===== config.mk =====
export PLATFORM = sky130hd
export DESIGN_NAME = fir_tap_sequencer
export DESIGN_NICKNAME = d
export VERILOG_FILES = /design/src/rtl/fir_ctrl_pkg.sv /design/src/rtl/fir_mac.sv /design/src/rtl/fir_tap_sequencer.sv
export SDC_FILE = /design/constraint.sdc
export NUM_CORES = 1
export LEC_CHECK = 0
export ABC_AREA = 1
export BUFFER_PORTS_ARGS = -buffer_cell sky130_fd_sc_hd__buf_2
export CAP_MARGIN = 20
export CORE_ASPECT_RATIO = 0.5
export CORE_MARGIN = 3
export CORE_UTILIZATION = 55
export DETAILED_ROUTE_END_ITERATION = 12
export PLACE_DENSITY = 0.73
export SYNTH_ARGS = -nofsm -noshare
export SYNTH_HDL_FRONTEND = slang
export SYNTH_SLANG_ARGS = --single-unit

===== constraint.sdc =====
create_clock -name clk -period 12.09 [get_ports clk]
set_input_delay 0.6045 -clock clk [delete_from_list [all_inputs] [get_ports clk]]
set_output_delay 0.6045 -clock clk [all_outputs]
set_load 0.01 [all_outputs]

===== src/rtl/fir_ctrl_pkg.sv =====
// Shared types, default widths and arithmetic helpers for the FIR tap sequencer.
//   state_t    : sequencer FSM states
//   *_DEF      : default parameter values
//   acc_w()    : accumulator width needed to sum TAPS full-width products
//   saturate() : clamp an unsigned value to the largest y_w-bit number
package fir_ctrl_pkg;

  localparam int unsigned TAPS_DEF = 4;
  localparam int unsigned X_W_DEF  = 8;
  localparam int unsigned C_W_DEF  = 8;
  localparam int unsigned Y_W_DEF  = 16;

  typedef enum logic [1:0] {
    IDLE = 2'd0,
    MAC  = 2'd1,
    DONE = 2'd2
  } state_t;

  // Product width plus enough guard bits that TAPS products can never wrap.
  function automatic int unsigned acc_w(input int unsigned x_w, input int unsigned c_w,
                                        input int unsigned taps);
    return x_w + c_w + $clog2(taps);
  endfunction

  // Unsigned clamp; callers keep both the value and y_w below 32 bits.
  function automatic logic [31:0] saturate(input logic [31:0] v, input int unsigned y_w);
    logic [31:0] lim;
    lim = (32'd1 << y_w) - 32'd1;
    return (v > lim) ? lim : v;
  endfunction

endpackage


===== src/rtl/fir_mac.sv =====
// Single shared multiply-accumulate unit.
//   clk, rst : clock and synchronous active-high reset
//   clr      : zero the accumulator (wins over en)
//   en       : add x*c into the accumulator this edge
//   x, c     : unsigned operands
//   acc      : registered accumulator value
module fir_mac #(
  parameter int unsigned X_W   = 8,
  parameter int unsigned C_W   = 8,
  parameter int unsigned ACC_W = 18
) (
  input  logic             clk,
  input  logic             rst,
  input  logic             clr,
  input  logic             en,
  input  logic [X_W-1:0]   x,
  input  logic [C_W-1:0]   c,
  output logic [ACC_W-1:0] acc
);

  localparam int unsigned P_W = X_W + C_W;

  logic [P_W-1:0] prod;

  // Full-width unsigned product; never truncated.
  always_comb begin
    prod = P_W'(x) * P_W'(c);
  end

  // Accumulator is wide enough for all taps, so no wrap or clamp here.
  always_ff @(posedge clk) begin
    if (rst) begin
      acc <= '0;
    end else if (clr) begin
      acc <= '0;
    end else if (en) begin
      acc <= acc + ACC_W'(prod);
    end
  end

endmodule


===== src/rtl/fir_tap_sequencer.sv =====
// Time-multiplexed FIR controller: one MAC shared across TAPS taps.
//   clk, rst           : clock and synchronous active-high reset
//   in_valid/in_ready  : sample handshake; ready only while idle
//   in_data            : unsigned input sample
//   coef_we/addr/data  : host coefficient write port
//   coef_err           : one-cycle pulse when a coefficient write is dropped
//   out_valid/out_data : one-cycle result strobe and saturated result (held)
//   busy               : high while a sample is being filtered
module fir_tap_sequencer
  import fir_ctrl_pkg::*;
#(
  parameter int unsigned TAPS = TAPS_DEF,
  parameter int unsigned X_W  = X_W_DEF,
  parameter int unsigned C_W  = C_W_DEF,
  parameter int unsigned Y_W  = Y_W_DEF
) (
  input  logic           clk,
  input  logic           rst,
  input  logic           in_valid,
  output logic           in_ready,
  input  logic [X_W-1:0] in_data,
  input  logic           coef_we,
  input  logic [3:0]     coef_addr,
  input  logic [C_W-1:0] coef_data,
  output logic           coef_err,
  output logic           out_valid,
  output logic [Y_W-1:0] out_data,
  output logic           busy
);

  localparam int unsigned ACC_W = acc_w(X_W, C_W, TAPS);
  localparam int unsigned K_W   = $clog2(TAPS);

  state_t             state;
  state_t             state_next;
  logic [K_W-1:0]     k;
  logic [X_W-1:0]     x_line [TAPS];
  logic [C_W-1:0]     coef   [TAPS];
  logic               accept;
  logic               mac_en;
  logic               coef_take;
  logic               coef_drop;
  logic [X_W-1:0]     x_sel;
  logic [C_W-1:0]     c_sel;
  logic [ACC_W-1:0]   acc;

  // State register.
  always_ff @(posedge clk) begin
    if (rst) begin
      state <= IDLE;
    end else begin
      state <= state_next;
    end
  end

  // Next state and per-cycle control strobes.
  always_comb begin
    state_next = state;
    accept     = 1'b0;
    mac_en     = 1'b0;
    coef_take  = 1'b0;
    coef_drop  = 1'b0;
    case (state)
      IDLE: begin
        if (in_valid) begin
          accept     = 1'b1;
          state_next = MAC;
        end
      end
      MAC: begin
        mac_en = 1'b1;
        if (k == K_W'(TAPS - 1)) begin
          state_next = DONE;
        end
      end
      DONE: begin
        state_next = IDLE;
      end
      default: begin
        state_next = IDLE;
      end
    endcase
    // Extra bit so a 16-tap build still compares correctly.
    if (coef_we) begin
      if ((state == IDLE) && ({1'b0, coef_addr} < 5'(TAPS))) begin
        coef_take = 1'b1;
      end else begin
        coef_drop = 1'b1;
      end
    end
  end

  // Sample delay line; newest sample lands in tap 0.
  always_ff @(posedge clk) begin
    if (rst) begin
      for (int unsigned i = 0; i < TAPS; i++) begin
        x_line[i] <= '0;
      end
    end else if (accept) begin
      x_line[0] <= in_data;
      for (int unsigned i = 1; i < TAPS; i++) begin
        x_line[i] <= x_line[i-1];
      end
    end
  end

  // Coefficient bank; a write in the accept cycle lands before the first MAC.
  always_ff @(posedge clk) begin
    if (rst) begin
      for (int unsigned i = 0; i < TAPS; i++) begin
        coef[i] <= '0;
      end
    end else if (coef_take) begin
      for (int unsigned i = 0; i < TAPS; i++) begin
        if (coef_addr == 4'(i)) begin
          coef[i] <= coef_data;
        end
      end
    end
  end

  // Tap counter.
  always_ff @(posedge clk) begin
    if (rst) begin
      k <= '0;
    end else if (accept) begin
      k <= '0;
    end else if (mac_en) begin
      k <= k + K_W'(1);
    end
  end

  always_comb begin
    x_sel = x_line[k];
    c_sel = coef[k];
  end

  fir_mac #(
    .X_W   (X_W),
    .C_W   (C_W),
    .ACC_W (ACC_W)
  ) u_mac (
    .clk (clk),
    .rst (rst),
    .clr (accept),
    .en  (mac_en),
    .x   (x_sel),
    .c   (c_sel),
    .acc (acc)
  );

  // Registered outputs; handshake flags follow the state being entered.
  always_ff @(posedge clk) begin
    if (rst) begin
      in_ready  <= 1'b1;
      busy      <= 1'b0;
      out_valid <= 1'b0;
      coef_err  <= 1'b0;
      out_data  <= '0;
    end else begin
      in_ready  <= (state_next == IDLE);
      busy      <= (state_next != IDLE);
      out_valid <= (state == DONE);
      coef_err  <= coef_drop;
      if (state == DONE) begin
        out_data <= Y_W'(saturate(32'(acc), Y_W));
      end
    end
  end

endmodule


==> Yosys cells after proc, flatten, opt, wreduce, memory -nomap -nowiden <==
Memories as Yosys holds them, arrays and structs flattened. A register that Yosys moved wholly into a read port is not among the register bits.
Index checks and enable logic that the tools add are counted.
{ "totals": {"register_bits": 42, "mem_bits_rw": 64, "inputBits": 24, "out_inout_bits": 20, "word_cells": 80, "mem_count": 2} }
{ "op_classes": {"n_addsub": 2, "multipliers": 1, "order_cmp": 2, "n_eq_ne": 6, "n_mux": 43, "bitwise": 9, "reduce_logical": 7} }
{ "mem_list": {"columns": ["memory", "depth", "width", "rd", "rd_clocked_by_memory_dff", "write_ports", "line_no", "text"], "rows": [
  ["coef", 4, 8, 1, 1, 4, "fir_tap_sequencer.sv:38", "logic [C_W-1:0] coef [TAPS];"],
  ["x_line", 4, 8, 4, 1, 4, "fir_tap_sequencer.sv:37", "logic [X_W-1:0] x_line [TAPS];"]
]} }
{ "ops": {"columns": ["operator", "n"], "rows": [
  ["8-bit two-way mux", 8],
  ["1-bit two-way mux", 27],
  ["18-bit by 16-bit adder with 18-bit output", 1],
  ["18-bit by 16-bit greater-than comparator with 1-bit output, second input constant", 1],
  ["8-bit by 8-bit multiplier with 16-bit output", 1],
  ["16-bit two-way mux", 1],
  ["2-bit two-way mux", 6],
  ["4-bit by 2-bit equality test with 1-bit output, second input constant", 2],
  ["1-bit bitwise OR", 8],
  ["2-bit equality test, second input constant", 2],
  ["4-bit by 1-bit equality test with 1-bit output, second input constant", 1],
  ["2-bit logical NOT", 2],
  ["4-bit logical NOT", 1],
  ["4-bit by 3-bit < comparator with 1-bit output, second input constant", 1],
  ["2-bit one-hot mux with 2 select lines", 1],
  ["2-bit OR reduction", 2],
  ["2-bit by 1-bit adder with 2-bit output, second input constant", 1],
  ["2-bit by 1-bit equality test with 1-bit output, second input constant", 1],
  ["2-bit nonzero test", 1],
  ["1-bit logical AND", 1],
  ["1-bit NOT", 1]
]} }

==> Depth between registers and ports, before layout <==
{ "logic_depth": {"word_depth": 8, "ltp_mapped": 26, "ltp_nobuf": 25} }

==> Modules after synthesis <==
Synthesis repeated with hierarchy kept, for this count alone.
{ "unflattened": {"hier_cells": 925, "area_unflattened_um2": 7454.6} }
{ "by_module_without_submodules": {"columns": ["module", "n_inst", "cells_per_inst", "area_each_um2"], "rows": [
  ["fir_tap_sequencer", 1, 396, 3867.5],
  ["fir_mac", 1, 529, 3587.2]
]} }

==> Least setup slack after synthesis <==
Ideal clock, no wire load.
{ "synth_timing": {"kind": "flip-flop to flip-flop", "from": "register with a tool-made name", "to": "register u_mac.acc[16]", "arrival_ns": 4.187, "required_ns": 11.981, "setup_slack_ns": 7.794, "path_stages_with_launch": 25, "path_buffers": 2, "period_less_slack_ns": 4.296, "cell_sequence": "dfxtp_1 buf_6 clkinv_2 buf_6 nand2_1 a32oi_4 nand2_1 fa_1 inv_1 fa_1 fa_1 inv_1 fa_1 inv_1 ha_1 nand2_1 nand2_1 nand2_1 nand2_1 a21oi_1 nand2_1 nand2_1 nand3_1 nand2_1 inv_1"} }
{ "synth_rtl": {"columns": ["item", "line_no", "text"], "rows": [
  ["end signal, assigned", "fir_mac.sv:37", "acc <= acc + ACC_W'(prod);"],
  ["end, declared", "fir_mac.sv:18", "output logic [ACC_W-1:0] acc"]
]} }

==> impl_results.md <==
* Worst Skew at 11.50 ps
* Mux share of post-synthesis cell area at 0%
* Routed vias/inst at 5.066
* Post-layout util at 62.34%
* Worst R2R Setup Slack at 6980 ps
* Met1 Track Usage GR at 31.47%
* Switching share of power at 37.33%
* Drt pass-1 iters at 5
* Post-CTS Setup Repair Bufs at 0
* Post-Synth Adder-Cell Area at 20.08%
* Placed Area at 7821 um2
* Vias in the first global route at 5241
* Dpl hpwl at 12.10 mm
* WP depth at 23
* Worst path slowest cell: fa_1
* Routability cong. at 0.9021
* TritonCTS Buffers at 9
* Hold crit path type: register to register
* Initial core utilization at 57.88%
* Worst-path fanout max at 41
* Root buf cell: clkbuf_16
* Combinational share of power at 34.7%
* Simple-Gate Fraction of Synth Area at 18.70%
* Post-Syn Area at 7540 um2
* CP max stage delay at 550 ps
* Critical path endpoint: u_mac.acc[17]$_SDFFE_PP0P_
* Slew Viols, Final at 0
* Drt first-iter violations at 603
* Worst-Skew Late Latency at 360 ps
* CP bufs+invs at 7
* Tcrit/Tclk final at 42.25%
* Largest net degree at the start of global routing at 51
* Ys async rst share at 0%
* Library cells used by synthesis at 36
* First-pass GRT wire length at 26.31 mm
* Crit Path Class: register to register
* Critical Path Sink Type: register
* Final setup vio count at 0
* Ys flop type: edfxtp_1
* Post-synthesis register bit count at 108
* Register area at 2803 um2
* Total number of vias at 5562
* H-tree depth at 3
* Cell-internal power at 0.0006884 W
* WL final at 15.88 mm
* Die width at 171.6 um
* TritonCTS clock tree: done
* Clk pwr share at 26.9%
* Register share of total power at 38.4%
* Worst slew pin tran at 1004 ps
* Slew HR at 32.96%
* PostCTS Resize Cnt at 0
* Hold Fails Final Rpt at 0
* Mapped Cells at 889
* GRT busiest layer: met2
* Clk buf depth at 2
* Buffers added on ports at 43
* Clk slew on worst S/H paths at 80 ps
* Status: completed
* Most Frequent Cell on Critical Path: nand2_1
* Hold path cells at 2
* FF-to-FF End: u_mac.acc[17]$_SDFFE_PP0P_
* F_max at 195.8 MHz
* Met2 Use GR at 36.05%
* Worst Slack Setup Final at 6982 ps
* DP Worst Slack at 7033 ps
* R2R depth at 23
* Worst IR Drop VDD at 0.00006424 V
* Number of enable flip-flop cells after synthesis at 64
* Final setup TNS at 0 ps
* Area of the core at 13030 um2
* # diodes at 0
* Design area at 8120 um2
* Chip height at 88.79 um
* Critical path cell sequence: buf_4 > clkinv_2 > nand2_1 > a32oi_2 > inv_2 > nor2_1 > fa_1 > fa_1 > fa_1 > inv_1 > fa_1 > inv_1 > ha_1 > nand2_1 > inv_1 > nand2_1 > nand3_1 > nand2_1 > nand2_1 > nand2_1 > nand3_1 > nand2_1 > inv_1
* Final routed DRC violation total at 0
* Share of cells above drive strength 1 at 12.07%
* Max-cap violations at 0
* Compound-cell area share of the yosys netlist at 9.625%
* Grt met3 use at 4.284%
* Leak at 4.057 nW
* Final std cells w/o fill at 1098
* Die ar. at 15230 um2
* Syn-to-layout area delta at 7.700%
* Placed insts at 1081
* Sequential cell area fraction in the yosys report at 37.17%
* WL/cell at 14.46 um
* # IOs at 44
* Core Rows at 29
* Critical path required time at 12350 ps
* Final net count at 1038
* Largest family of logic cells by synthesized area: adder cells
* GR Util All Layers at 22.25%
* DRT antenna net count at 0
* Sw Pwr at 0.0004100 W
* Min Tclk post-route at 5109 ps
* Critical Path Start Type: register
* PwrDens at 135.3 nW/um2
* Initial antenna violation count at 0
* Arrival time worst endpoint at 5370 ps
* Clock Sinks at 108
* YS warnings at 0
* Hold_buf cts at 0
* Syn avg cell area at 8.481 um2
* Family with the most delay on the worst path: adder cells
* Area of the multi-input gates at 3711 um2
* Gr ovfl total at 0
* Syn Nets at 1004
* Filler instances at 1135
* RSZ-0062 raised after global routing: false
* Post-synthesis xor/xnor area fraction at 0.8131%
## tightest hold or removal path, stage by stage, from the launching register on
cell,delay (ps)
dfxtp_1,310
nand2_1,60
a21oi_1,50
## layout by cell type, fill, tap and decap left out, types with 2 or more instances in the layout
cell and count:
inv_1 206, nand2_1 166, nor2_1 128, edfxtp_1 64, fa_1 50, dfxtp_1 44, buf_2 43, ha_1 41
a21oi_1 39, nand3_1 24, inv_2 21, o21ai_0 17, a31oi_1 15, a32oi_2 14, clkbuf_16 9, xor2_1 5
o21ai_1 5, nand4_4 4, nand4_1 4, buf_4 4, a32oi_4 2, nor2_2 2, xnor2_1 2, nor3_1 2
clkinv_4 2, inv_6 2
## cell families after synthesis
logic type / count (synthesis)
AOI/OAI and AO/OA: 96
xor gates and xnor gates: 7
adders and majority gates: 91
buffers and inverters: 252
DFF: 108
and+or+nand+nor: 335
## cell type report
| cell class | count | area share (%) |
|---|---|---|
| timing repair buffer | 47 | 3.020 |
| tap | 170 | 2.619 |
| clock buffer | 9 | 2.773 |
| inverter | 228 | 10.55 |
| clock inverter | 7 | 0.8166 |
| multi-input combinational | 529 | 45.70 |
| sequential | 108 | 34.51 |
## power groups by stage
stage	sequential (W)	combinational (W)	clock [W]
floorplan	0.000426	0.000298	0
global placement	0.000429	0.000370	0
detailed placement	0.000430	0.000377	0
CTS	0.000421	0.000382	0.000300
global route	0.000424	0.000445	0.000316
finish	0.000421	0.000382	0.000295
## cell usage after synthesis, types with 2 or more instances
library cell  count  area, um2
edfxtp_1         64       1922
nand3_1          24      120.1
buf_6             7      78.83
a21oi_1          39      195.2
ha_1             41      513.0
buf_4             3      22.52
o21ai_1           5      25.02
nor3_1            2      10.01
xor2_1            5      43.79
a32oi_4           2      55.05
nand4_4           4      85.08
nand4_1           4      25.02
inv_2            21      78.83
inv_1           206      773.2
o21ai_0          17      85.08
a32oi_2          14      227.7
clkbuf_1          2      7.510
dfxtp_1          44      880.8
xnor2_1           2      17.52
a31oi_1          15      93.84
fa_1             50       1001
buf_2            11      55.05
nor2_1          128      480.5
nor2_2            2      12.51
nand2_1         166      623.1
## how the worst min path moves through the flow
stage | start | to | slack (ps)
after detailed placement | u_mac.acc[2]$_SDFFE_PP0P_ | u_mac.acc[2]$_SDFFE_PP0P_ | 460
final | u_mac.acc[2]$_SDFFE_PP0P_ | u_mac.acc[2]$_SDFFE_PP0P_ | 470
after global routing | coef_we | coef_err$_SDFF_PP0_ | 480
after global placement | u_mac.acc[1]$_SDFFE_PP0P_ | u_mac.acc[1]$_SDFFE_PP0P_ | 450
after CTS | u_mac.acc[2]$_SDFFE_PP0P_ | u_mac.acc[2]$_SDFFE_PP0P_ | 470
after floorplan | u_mac.acc[1]$_SDFFE_PP0P_ | u_mac.acc[1]$_SDFFE_PP0P_ | 440
## registers in the layout, summed over array words and instances, names as in the netlist, named ones only
name and count:
busy 1, x_line 32, out_valid 1, k 2, coef 32, state 2, out_data 16, coef_err 1
in_ready 1, u_mac.acc 18
## metrics by stage
stage	hold WS [ps]	total power (W)
final	468.7	0.001098
after global routing	478.6	0.001184
after CTS	467.6	0.001103
after detailed placement	456.0	0.0008068
after global placement	451.6	0.0007989
after floorplan	444.5	0.0007244
## routing by layer
layer  vias to the layer above  wire length, um
li1                       2799                -
met1                      2631             7750
met2                       112             7098
met3                        20              779
met4                         0              246
met5                         -                0
(Power assumes the default switching activity.)
